### src/rtl/snax_tcdm_arb_pkg.sv
// Shared types and helpers for the TCDM round-robin arbiter.
package snax_tcdm_arb_pkg;

    localparam int unsigned NUM_REQ         = 4;
    localparam int unsigned ADDR_WIDTH      = 48;
    localparam int unsigned DATA_WIDTH      = 64;
    localparam int unsigned STRB_WIDTH      = DATA_WIDTH / 8;
    localparam int unsigned MAX_OUTSTANDING = 8;
    localparam int unsigned ID_WIDTH        = $clog2(NUM_REQ);
    localparam int unsigned CNT_WIDTH       = $clog2(MAX_OUTSTANDING) + 1;

    typedef logic [ID_WIDTH-1:0] id_t;

    typedef struct packed {
        logic [ADDR_WIDTH-1:0] addr;
        logic                  write;
        logic [DATA_WIDTH-1:0] data;
        logic [STRB_WIDTH-1:0] strb;
    } tcdm_q_payload_t;

    typedef struct packed {
        logic found;
        id_t  id;
    } pick_t;

    // First valid requester found scanning ptr, ptr+1, ... modulo NUM_REQ.
    function automatic pick_t rr_pick(input logic [NUM_REQ-1:0] valid, input id_t ptr);
        pick_t res;
        id_t   idx;
        res = '0;
        for (int unsigned i = 0; i < NUM_REQ; i++) begin
            idx = id_t'((32'(ptr) + i) % NUM_REQ);
            if (!res.found && valid[idx]) begin
                res.found = 1'b1;
                res.id    = idx;
            end
        end
        return res;
    endfunction

endpackage

### src/rtl/fifo_v3.sv
// Small synchronous FIFO holding requester IDs in issue order.
// DEPTH must be a power of two; pointers wrap by overflow. The owner
// guarantees it never pushes when full nor pops when empty.
module fifo_v3 #(
    parameter int unsigned DEPTH = 8,
    parameter type         dtype = logic
) (
    input  logic clk_i,
    input  logic rst_i,
    input  logic push_i,
    input  dtype data_i,
    input  logic pop_i,
    output dtype data_o
);

    localparam int unsigned PtrWidth = (DEPTH > 1) ? $clog2(DEPTH) : 1;

    logic [PtrWidth-1:0] wr_ptr_q, wr_ptr_d;
    logic [PtrWidth-1:0] rd_ptr_q, rd_ptr_d;
    dtype                mem_q [DEPTH];

    // Advance write/read pointers on push/pop.
    always_comb begin
        wr_ptr_d = wr_ptr_q;
        rd_ptr_d = rd_ptr_q;
        if (push_i) wr_ptr_d = wr_ptr_q + 1'b1;
        if (pop_i)  rd_ptr_d = rd_ptr_q + 1'b1;
    end

    // Pointer registers; reset empties the queue.
    always_ff @(posedge clk_i) begin
        if (rst_i) begin
            wr_ptr_q <= '0;
            rd_ptr_q <= '0;
        end else begin
            wr_ptr_q <= wr_ptr_d;
            rd_ptr_q <= rd_ptr_d;
        end
    end

    // Storage write; contents need no reset since the pointers define validity.
    always_ff @(posedge clk_i) begin
        if (push_i) mem_q[wr_ptr_q] <= data_i;
    end

    assign data_o = mem_q[rd_ptr_q];

endmodule

### src/rtl/snax_tcdm_rr_arbiter.sv
// Round-robin arbiter sharing one reqrsp TCDM port among NumReq requesters.
// A stalled winner keeps the grant until accepted; an in-order ID queue
// routes each TCDM response back to the requester that issued it.
module snax_tcdm_rr_arbiter
    import snax_tcdm_arb_pkg::*;
#(
    parameter int unsigned NumReq         = NUM_REQ,
    parameter int unsigned AddrWidth      = ADDR_WIDTH,
    parameter int unsigned DataWidth      = DATA_WIDTH,
    parameter int unsigned StrbWidth      = DataWidth / 8,
    parameter int unsigned MaxOutstanding = MAX_OUTSTANDING
) (
    input  logic                                clk_i,
    input  logic                                rst_i,
    input  logic [NumReq-1:0]                   req_valid_i,
    output logic [NumReq-1:0]                   req_ready_o,
    input  logic [NumReq*AddrWidth-1:0]         req_addr_i,
    input  logic [NumReq-1:0]                   req_write_i,
    input  logic [NumReq*DataWidth-1:0]         req_data_i,
    input  logic [NumReq*StrbWidth-1:0]         req_strb_i,
    output logic [NumReq-1:0]                   rsp_valid_o,
    output logic [DataWidth-1:0]                rsp_data_o,
    output logic                                tcdm_q_valid_o,
    input  logic                                tcdm_q_ready_i,
    output logic [AddrWidth-1:0]                tcdm_q_addr_o,
    output logic                                tcdm_q_write_o,
    output logic [DataWidth-1:0]                tcdm_q_data_o,
    output logic [StrbWidth-1:0]                tcdm_q_strb_o,
    input  logic                                tcdm_p_valid_i,
    input  logic [DataWidth-1:0]                tcdm_p_data_i,
    output logic [$clog2(MaxOutstanding):0]     outstanding_o,
    output logic                                err_o
);

    // Handshake: a request transfers in the cycle where tcdm_q_valid_o and
    // tcdm_q_ready_i are both high; req_ready_o mirrors that for the winner only.
    // Requesters keep valid and payload stable until they see req_ready_o.

    id_t                  rr_ptr_q, rr_ptr_d;
    logic                 lock_q, lock_d;
    id_t                  locked_id_q, locked_id_d;
    logic [CNT_WIDTH-1:0] cnt_q, cnt_d;
    logic                 err_q, err_d;

    tcdm_q_payload_t payload [NumReq];
    pick_t           pick;
    id_t             winner;
    logic            any_sel;
    logic            issue_allowed;
    logic            q_valid;
    logic            handshake;
    logic            queue_nonempty;
    logic            pop;
    id_t             head_id;

    // Unpack the flat request buses into per-requester payload structs.
    always_comb begin
        for (int i = 0; i < NumReq; i++) begin
            payload[i].addr  = req_addr_i[i*AddrWidth +: AddrWidth];
            payload[i].write = req_write_i[i];
            payload[i].data  = req_data_i[i*DataWidth +: DataWidth];
            payload[i].strb  = req_strb_i[i*StrbWidth +: StrbWidth];
        end
    end

    // Winner: the locked requester while it stalls, otherwise round-robin pick.
    always_comb begin
        pick = rr_pick(req_valid_i, rr_ptr_q);
        if (lock_q && req_valid_i[locked_id_q]) begin
            winner  = locked_id_q;
            any_sel = 1'b1;
        end else begin
            winner  = pick.id;
            any_sel = pick.found;
        end
    end

    // Slot accounting uses the registered count, so a same-cycle pop frees nothing.
    assign issue_allowed  = cnt_q < CNT_WIDTH'(MaxOutstanding);
    assign q_valid        = any_sel && issue_allowed;
    assign handshake      = q_valid && tcdm_q_ready_i;
    assign queue_nonempty = cnt_q != '0;
    assign pop            = tcdm_p_valid_i && queue_nonempty;

    // Drive the TCDM request, requester accepts and routed response.
    always_comb begin
        tcdm_q_valid_o = q_valid;
        tcdm_q_addr_o  = '0;
        tcdm_q_write_o = 1'b0;
        tcdm_q_data_o  = '0;
        tcdm_q_strb_o  = '0;
        req_ready_o    = '0;
        rsp_valid_o    = '0;
        rsp_data_o     = '0;
        if (q_valid) begin
            tcdm_q_addr_o  = payload[winner].addr;
            tcdm_q_write_o = payload[winner].write;
            tcdm_q_data_o  = payload[winner].data;
            tcdm_q_strb_o  = payload[winner].strb;
        end
        if (handshake) req_ready_o[winner] = 1'b1;
        if (pop) begin
            rsp_valid_o[head_id] = 1'b1;
            rsp_data_o           = tcdm_p_data_i;
        end
    end

    // Next state for pointer, lock, in-flight count and sticky error.
    always_comb begin
        rr_ptr_d    = rr_ptr_q;
        lock_d      = lock_q;
        locked_id_d = locked_id_q;
        cnt_d       = cnt_q;
        err_d       = err_q;
        if (handshake) begin
            rr_ptr_d = (winner == id_t'(NumReq - 1)) ? '0 : winner + 1'b1;
            lock_d   = 1'b0;
        end else if (q_valid) begin
            lock_d      = 1'b1;
            locked_id_d = winner;
        end else begin
            lock_d = 1'b0;
        end
        if (tcdm_p_valid_i && !queue_nonempty) err_d = 1'b1;
        case ({handshake, pop})
            2'b10:   cnt_d = cnt_q + 1'b1;
            2'b01:   cnt_d = cnt_q - 1'b1;
            default: cnt_d = cnt_q;
        endcase
    end

    // State registers with synchronous reset.
    always_ff @(posedge clk_i) begin
        if (rst_i) begin
            rr_ptr_q    <= '0;
            lock_q      <= 1'b0;
            locked_id_q <= '0;
            cnt_q       <= '0;
            err_q       <= 1'b0;
        end else begin
            rr_ptr_q    <= rr_ptr_d;
            lock_q      <= lock_d;
            locked_id_q <= locked_id_d;
            cnt_q       <= cnt_d;
            err_q       <= err_d;
        end
    end

    fifo_v3 #(
        .DEPTH (MaxOutstanding),
        .dtype (id_t)
    ) i_id_fifo (
        .clk_i  (clk_i),
        .rst_i  (rst_i),
        .push_i (handshake),
        .data_i (winner),
        .pop_i  (pop),
        .data_o (head_id)
    );

    assign outstanding_o = cnt_q;
    assign err_o         = err_q;

endmodule

### config.mk
export PLATFORM = sky130hd
export DESIGN_NAME = snax_tcdm_rr_arbiter
export DESIGN_NICKNAME = d
export VERILOG_FILES = /design/src/rtl/snax_tcdm_arb_pkg.sv /design/src/rtl/fifo_v3.sv /design/src/rtl/snax_tcdm_rr_arbiter.sv
export SDC_FILE = /design/constraint.sdc
export NUM_CORES = 1
export LEC_CHECK = 0
export CAP_MARGIN = 20
export CORE_AREA = 2 2 295 297
export DETAILED_ROUTE_END_ITERATION = 8
export DIE_AREA = 0 0 297 299
export GPL_TIMING_DRIVEN = 0
export PLACE_DENSITY_LB_ADDON = 0.3
export SKIP_LAST_GASP = 1
export SYNTH_ARGS = -nofsm -noshare
export SYNTH_HDL_FRONTEND = slang
export SYNTH_HIERARCHICAL = 1
export SYNTH_SLANG_ARGS = --single-unit
### constraint.sdc
create_clock -name clk_i -period 4.1 [get_ports clk_i]
set_input_delay 0.41 -clock clk_i [delete_from_list [all_inputs] [get_ports clk_i]]
set_output_delay 0.41 -clock clk_i [all_outputs]
set_load 0.005 [all_outputs]
==> impl_results.md <==
- Outcome: completed
- Synth Warn #: 6
- Final Max Tran Viols: 0
- Core area: approximately 86,000 um^2
- Pin count of the biggest net entering global routing: 16
- Die Span X: 297 um
- Final worst path period share: 0.962
- Residual DRC count: 0
- Crit path required time: about 3.7 ns
- Die area: roughly 89,000 um^2
- Clock slew at reported path FFs: approximately 0.060 ns
- Routed vias: roughly 8,400
- Total Power: between 5000 and 6000 uW
- Peak VDD IR: ~0.00017 V
- Asr flop ratio synth: 0
- Remaining Overflow, GRT: 0
- Synth Register Bits: 35
- Leading area contributor after synthesis: mux2i_1
- CTS Root Cell: clkbuf_16
- Synth cell types: 46
- CTS Buffer Depth: 2
- Routed vias/inst: about 3.3
- Critical path class: input pin to output pin
- Worst Hold Class: flop to flop
- Pwr/cell area: between 300 and 400 nW/um^2
- Iter 0 DRT Violations: around 360
- Post-DP HPWL: between 40,000 and 50,000 um
- Routed WL per cell: about 21 um
- Area contributors post-synth: mux2i_1, o22ai_1, edfxtp_1
- CP Capture Type: output pin
- Crit path time final: ~3.9 ns
- Post-synth EDFFs: 16
- Dominant synthesized flop cell: dfxtp_1
- Synthesized cell area: roughly 5800 um^2
- Critical Path Source Type: input pin
- Highest Clock Rate: around 250 MHz
- CP arrival: between 3 and 4 ns
- Clk sink count: 35
- Clk Latency, worst-skew pair: between 0.2 and 0.3 ns
- Row cnt: between 100 and 150
- Number of global-route vias before repair: around 9,000
- Crit path max fanout: 11
- Num CTS Buffers: 5
- Mean post-synth cell area: approximately 9.1 um^2
- Max cap viols: 0
- Worst-Margin Slew: about 0.91 ns
- Final setup viols: 0
- RSZ-0062 raised after global routing: true
- Die Ht: about 300 um
- Area growth syn-to-layout: 161%
- Pre-antenna DRT Iters: 4
- Fin Hold WS: approximately 0.48 ns
- Layout cells sized above 1: 0.0658
- Routed Antenna Nets: 0
- Worst slew margin: 0.390
- Antenna violations before repair: 1
- # port buffers: between 700 and 800
- CTS tree: yes
- Share of the synthesized area in the top cell type: 0.429
- Skew final: 0.00603 ns
- Drt total wl: 53,200 um
- Lkg Pwr: a little over 0.006 uW
- First-pass GRT wire length: between 70,000 and 80,000 um
- Final-stage net count: a little under 2,000
- Fraction of the yosys area taken by sequential cells: 0.149
- Final hold violation count: 0
- Initial Utilization: 0.0670
- Post-Syn Nets: about 1,200
- Synth Instances: 636
- Dpl ws: -0.501 ns
- Tot GR Track Use: 0.113
- Max H-tree Level: 2
- Num ports: approximately 760
- Setup WS post-layout: around 0.16 ns
- Routability Congestion: ~0.93
==> repair_timing <==
item / in CTS / in global routing
pin swaps: 1 / 0
endpoints found under the setup margin: 121 / 51
hold buffers: 0 / 0
setup buffers: 1 / 0
gates resized for setup: 13 / 28
==> path summary, 6_finish.rpt <==
path / from / end / slack, ns / cells after the start
max: req_valid_i[2] / tcdm_q_data_o[59] / 0.16 / 10
min: err_o / err_o / 0.48 / 2
max reg2reg: outstanding_o[1] / outstanding_o[2] / 1.00 / 10
min reg2reg: err_o / err_o / 0.48 / 2
==> cells in the final DEF, fill, tap and decap left out, types with 3 or more instances in the layout <==
cell / n
buf_2: 7
and3_1: 5
o22ai_2: 9
nor2_1: 20
and2_1: 64
nand2b_1: 5
dfxtp_1: 19
buf_4: 18
buf_6: 19
ha_1: 9
clkbuf_2: 7
clkdlybuf4s50_1: 748
clkbuf_16: 5
a21oi_1: 8
nor2b_1: 3
clkbuf_1: 9
nor3_1: 4
edfxtp_1: 16
mux2_2: 4
xor2_1: 3
mux2i_2: 5
nand3b_1: 3
dlymetal6s2s_1: 6
mux2i_4: 4
mux4_1: 4
o22ai_1: 113
nand2_1: 5
nor4_1: 3
mux2i_1: 239
==> layer usage <==
| metal | global-route usage | vias up | part of all wire |
|---|---|---|---|
| met5 | 0 | - | 0 |
| met4 | 0.0184 | 0 | 0.013 |
| li1 | - | 3982 | - |
| met3 | 0.0267 | 17 | 0.055 |
| met1 | 0.131 | 3960 | 0.41 |
| met2 | 0.211 | 412 | 0.52 |
==> cell type report <==
class                      instances  area, um^2
inverter                           4        15.0
clock inverter                     3        20.0
clock buffer                       5         125
fill                            9682       70900
multi-input combinational        536        4560
sequential                        35         861
tap                             1155        1450
buffer                            61         460
timing repair buffer             755        7570
antenna                            1        2.50
==> synth_stat cells (all sizes together), types with 3 or more instances <==
library cell / number
a21oi: 8
and2: 64
and3: 5
buf: 44
clkbuf: 17
dfxtp: 19
edfxtp: 16
ha: 9
inv: 4
mux2: 5
mux2i: 248
mux4: 4
nand2: 6
nand2b: 6
nand3b: 3
nor2: 21
nor2b: 3
nor3: 4
nor4: 3
o22ai: 122
xor2: 3
==> metrics by stage <==
| step | util | cells | TNS, ns | instance area [um^2] |
|---|---|---|---|---|
| floorplan | - | 636 | 0 | 5760 |
| CTS | 0.174 | 2554 | -0.457 | 15000 |
| finish | 0.175 | 2555 | 0 | 15100 |
| detailed placement | 0.172 | 2545 | -28.58 | 14800 |
| global route | 0.175 | 2554 | -0.0992 | 15100 |
| global placement | 0.172 | 2545 | -20.72 | 14800 |
==> worst max-delay path, stage by stage <==
cell             delay (ns)
clkdlybuf4s50_1        0.63
mux2_2                 0.22
nand3_2                0.08
nand2_1                0.13
mux2i_4                0.32
buf_6                  0.29
buf_6                  0.30
mux2i_1                0.49
o22ai_1                0.14
clkdlybuf4s50_1        0.50
==> report_power, final <==
part | switching [uW] | internal (uW) | total [uW]
combinational | 2330 | 2650 | 4980
clock | 148 | 224 | 371
sequential | 65.5 | 431 | 496
total | 2550 | 3300 | 5850
==> kinds of logic (layout without fill, tap and decap cells) <==
logic type	Yosys count	count (layout)	synth area share
other	0	1	0
buffers and inverters	65	828	0.0799
muxes	257	257	0.461
AOI/OAI and AO/OA	144	144	0.160
adders and majority gates	9	9	0.0195
xor gates and xnor gates	5	5	0.00760
and+or+nand+nor	121	121	0.123
DFF	35	35	0.149
==> flip-flops by register name, summed over array words and instances (netlist names), named ones only <==
name                count
locked_id_q             2
i_id_fifo/rd_ptr_q      3
err_o                   1
rr_ptr_q                2
i_id_fifo/mem_q        16
lock_q                  1
i_id_fifo/wr_ptr_q      3
outstanding_o           4
Power figures use the tool's default switching activity.
